--- src/rtl/any1_pkg.sv ---
// rtl/any1_pkg.sv - shared ROB types and constants for the any1 core
package any1_pkg;

    // ROB depth; index 63 is reserved as the idle marker, so depth is capped at 63.
    localparam int ROB_ENTRIES = 32;

    localparam logic [5:0] NO_RID = 6'd63;
    localparam logic [6:0] NO_SEL = 7'h7F;

    typedef struct packed {
        logic [31:0] pc;
        logic [31:0] ir;
        logic [5:0]  tgt;
        logic        done;
        logic        out;
    } sReorderEntry;

    // One issue pipeline stage: valid flag, ROB index and the captured entry.
    typedef struct packed {
        logic         v;
        logic [5:0]   rid;
        sReorderEntry entry;
    } issue_stage_t;

    localparam issue_stage_t STAGE_IDLE = '{v: 1'b0, rid: NO_RID, entry: '0};

endpackage

--- src/rtl/any1_issue_stage.sv ---
// rtl/any1_issue_stage.sv - two-stage issue pipe between scheduler and execute
//
// Ports:
//   rst_i, clk_i         async active-high reset, clock
//   flush_i              drop everything in flight
//   selection_i          scheduler pick: bit6=1 idle, [5:0] ROB index
//   sel_entry_i          ROB entry for selection_i[5:0]
//   rob_pexec_o          stage-1 index (63 when empty)
//   rob_pexec2_o         stage-2 index (63 when empty)
//   exec_valid_o/ready_i handshake with execute
//   exec_entry_o/rid_o   entry and index presented to execute
//   out_wr_o/out_rid_o   one-cycle request to set rob[out_rid_o].out
//   issue_cnt_o          count of accepted issues, wraps
module any1_issue_stage
    import any1_pkg::*;
#(
    parameter int CNTW = 32
) (
    input  logic             rst_i,
    input  logic             clk_i,
    input  logic             flush_i,
    input  logic [6:0]       selection_i,
    input  sReorderEntry     sel_entry_i,
    output logic [5:0]       rob_pexec_o,
    output logic [5:0]       rob_pexec2_o,
    output logic             exec_valid_o,
    input  logic             exec_ready_i,
    output sReorderEntry     exec_entry_o,
    output logic [5:0]       exec_rid_o,
    output logic             out_wr_o,
    output logic [5:0]       out_rid_o,
    output logic [CNTW-1:0]  issue_cnt_o
);

    if (ROB_ENTRIES > 63) begin : g_rob_too_deep
        $error("ROB_ENTRIES must be <= 63; index 63 is the idle marker");
    end

    issue_stage_t    s1;
    issue_stage_t    s2;
    logic [CNTW-1:0] cnt;
    logic            adv1;
    logic            adv2;
    logic            take;
    logic            hs;

    always_comb begin
        adv2 = !s2.v || exec_ready_i;
        adv1 = s1.v && adv2;
        // A selection arriving while s1 is stuck is simply dropped; the scheduler
        // will pick it again because its .out bit is still clear.
        take = !selection_i[6] && (!s1.v || adv1);
        hs   = s2.v && exec_ready_i;
    end

    always_ff @(posedge clk_i or posedge rst_i) begin
        if (rst_i) begin
            s1        <= STAGE_IDLE;
            s2        <= STAGE_IDLE;
            out_wr_o  <= 1'b0;
            out_rid_o <= NO_RID;
            cnt       <= '0;
        end else begin
            // Execute has already accepted on a handshake, so it counts even under flush.
            if (hs) begin
                cnt <= cnt + 1'b1;
            end
            out_wr_o <= 1'b0;
            if (flush_i) begin
                s1.v <= 1'b0;
                s2.v <= 1'b0;
            end else begin
                if (take) begin
                    s1.v     <= 1'b1;
                    s1.rid   <= selection_i[5:0];
                    s1.entry <= sel_entry_i;
                end else if (adv1) begin
                    s1.v <= 1'b0;
                end
                if (adv1) begin
                    s2        <= s1;
                    // Marking .out as the entry enters s2 lands in the ROB the cycle
                    // after pexec2 takes over, so the scheduler never sees a gap.
                    out_wr_o  <= 1'b1;
                    out_rid_o <= s1.rid;
                end else if (hs) begin
                    s2.v <= 1'b0;
                end
            end
        end
    end

    assign rob_pexec_o  = s1.v ? s1.rid : NO_RID;
    assign rob_pexec2_o = s2.v ? s2.rid : NO_RID;
    assign exec_valid_o = s2.v;
    assign exec_rid_o   = s2.rid;
    assign exec_entry_o = s2.entry;
    assign issue_cnt_o  = cnt;

    a_no_illegal_sel: assert property (@(posedge clk_i) disable iff (rst_i)
        selection_i != {1'b0, NO_RID});

endmodule

--- config.mk ---
export PLATFORM = sky130hd
export DESIGN_NAME = any1_issue_stage
export DESIGN_NICKNAME = d
export VERILOG_FILES = /design/src/rtl/any1_pkg.sv /design/src/rtl/any1_issue_stage.sv
export SDC_FILE = /design/constraint.sdc
export NUM_CORES = 1
export LEC_CHECK = 0
export CAP_MARGIN = 20
export CORE_MARGIN = 4
export CORE_UTILIZATION = 42
export DETAILED_ROUTE_END_ITERATION = 8
export GPL_TIMING_DRIVEN = 1
export PLACE_DENSITY = 0.78
export SYNTH_ARGS = -nofsm -noshare
export SYNTH_HDL_FRONTEND = slang
export SYNTH_SLANG_ARGS = --single-unit
--- constraint.sdc ---
create_clock -name clk_i -period 8.3 [get_ports clk_i]
set_input_delay 1.66 -clock clk_i [delete_from_list [all_inputs] [get_ports clk_i]]
set_output_delay 1.66 -clock clk_i [all_outputs]
set_load 0.02 [all_outputs]
==> out/results.ini <==
[routing]
dr.pass1.iters = 5
drt_iter0_markers = 164
route.detailed.drc = 0
routed_wl_um = 16200
via_per_inst = 5.00
avgRoutedWirePerCell_um = 17.3
ant_nets = 0
vias = 4665

[final_layout]
drive_above_1_share_pct = 30.2
diodes = 0
fin_nets = 780
syn_to_final_growth_pct = 39.0
utilization_pct = 59.8
stdcell_count = 933
fin_area_um2 = 10400

[clock_tree]
cts-root-buf = clkbuf_16
cts.clk_slew.worst_paths_ns = 0.07
clkLatencyLatePin_ns = 0.42
htreeDepth = 4
tritoncts = done
cts_resized = 0
ctsHoldBuffers = 0
numCtsBuffers = 17
cts.sinks = 191
post_cts_buffers = 0
cts_max_path_buffers = 2

[global_routing]
overflow = 0
track_usage_pct = 16.2
grt_first_pass_wirelength_um = 26000
grt_pass1_vias = 5057
antenna_found_initial = 0
grt_max_degree = 107

[sta]
fin_worst_skew_ns = 0.00847
fin_tns_setup_ns = 0
maxSlewViolCount = 0
min_period_over_period_pct = 43.7
fin_crit_ns = 3.63
finalHoldViolations = 0
max_slew.worst_pin.slew_ns = 1.08
fmax_ghz = 0.275
setup-violations-final = 0
rsz0062_at_grt = false
maxSlewHeadroom_pct = 28.0

[synth]
synth_top_area_share_pct = 59.8
synth.avg_cell_area_um2 = 15.5
yosysWarnings = 0
synth_cell_types = 32
async_flop_share_pct = 100
synthTopCellsByArea = dfrtp_1 (60%), mux2_2 (24%), dfstp_2 (4.2%)
yosysTopAreaCell = dfrtp_1
synth_flop_cell = dfrtp_1
synthCells = 483
yosysSeqAreaShare_pct = 64.0
syn_nets = 567
synth-edff-count = 0
ys_seq_elements = 191
netlist_area_um2 = 7500

[pwr]
peakVddDrop_mv = 0.170
power.leakage_nw = 4.35
power_density_nw_per_um2 = 266

[placement]
io_buffers = 212
placed_area_um2 = 9790
place.gp.congestion = 0.821
dp_hpwl_um = 11100
place_inst = 900

[critical_path]
startpoint_type = input port
path_max_fanout = 79
crit_path_start = exec_ready_i
cp-end-kind = flop
cp_data_arrival_time_ns = 3.94
crit_required_ns = 8.60
path_class = in -> reg
regToRegStartpoint = exec_valid_o$_DFFE_PP0P_

[die]
row_count = 48
die_x_um = 142
core_area_um2 = 17400
ios = 213
die_h_um = 142
die-area_um2 = 20000
initial_core_util_pct = 43.0

[run_status]
outcome = finished clean

[hold_path]
worstHoldStart = issue_cnt_o[31]$_DFFE_PP0P_
min_path_type = reg -> reg

[job]
drv_cap = 0

-- critical path: stages --
cell and delay, ns:
clkdlybuf4s50_1 0.53, and2b_1 0.25, nor3b_4 0.17, buf_4 0.76, mux2_2 0.43
-- final timing paths --
| check | slack [ns] | depth (start not counted) | end |
|---|---|---|---|
| worst max-delay path | 4.67 | 5 | exec_entry_o[29]$_DFFE_PP0P_ |
| worst min-delay path | 0.48 | 1 | issue_cnt_o[31]$_DFFE_PP0P_ |
| worst max register to register | 5.95 | 4 | exec_entry_o[29]$_DFFE_PP0P_ |
| worst min register to register | 0.48 | 1 | issue_cnt_o[31]$_DFFE_PP0P_ |
| max in group asynchronous | 5.24 | 4 | s1[76]$_DFFE_PP1P_ |
| min in group asynchronous | 1.79 | 2 | s1[47]$_DFFE_PP0P_ |
-- Yosys cell counts, types with 3 or more instances --
cell / count
nand2_1: 10
buf_2: 11
and2_1: 3
and3_1: 5
dfstp_2: 12
dfrtp_1: 179
nor3_1: 3
buf_4: 10
nor2_1: 8
xor2_1: 9
nand2b_1: 8
or2b_1: 4
nand4_1: 15
nand3_1: 9
mux2_2: 157
nor4_1: 3
xnor2_1: 22
-- report_power, final --
part	internal [mW]	switching, mW
Combinational	0.413	0.332
Sequential	1.12	0.116
Clock	0.439	0.345
-- state kept, by name, summed over array words and instances, names as in the netlist --
signal        flops
issue_cnt_o      32
s1               79
exec_rid_o        6
out_wr_o          1
exec_entry_o     72
exec_valid_o      1
-- stage by stage --
stage / setup WS (ns) / total power, mW / hold WS [ns]
after floorplan: 1.46 / 1.62 / 0.474
after global placement: 4.26 / 1.98 / 0.460
after detailed placement: 4.23 / 2.01 / 0.480
after CTS: 4.67 / 2.81 / 0.491
after global routing: 4.57 / 2.90 / 0.510
final: 4.67 / 2.77 / 0.481
-- cell usage in the layout, fill, tap and decap left out, types with 9 or more instances in the layout --
master	instances
mux2_2	157
clkdlybuf4s50_1	212
nand2_1	9
xnor2_1	22
nand3_1	9
clkbuf_16	17
nand4_1	15
dfrtp_1	179
dfstp_2	12
xor2_1	9
-- layout make-up --
type | count | area [µm²]
repair buffers | 216 | 2190
well taps | 225 | 282
flip-flops and latches | 191 | 4790
inverters | 1 | 8.76
clock buffers | 20 | 467
multi-input cells | 269 | 2570
clock inverters | 11 | 105
fillers | 1339 | 7000
-- metal layers --
layer	routed length [µm]	vias up	global-route usage, %
met3	1520	18	6.91
met2	7920	166	26.9
met5	0	-	0
met4	163	0	4.44
li1	-	2123	-
met1	6560	2358	19.4
-- cell families after synthesis --
group | share of synthesized area (%)
AOI/OAI and AO/OA | 0.0667
xor gates and xnor gates | 3.62
adders and majority gates | 0.167
buffers and inverters | 1.94
DFF | 64.0
muxes | 23.6
and+or+nand+nor | 6.66
No activity file was read; power rests on OpenSTA's default activity.
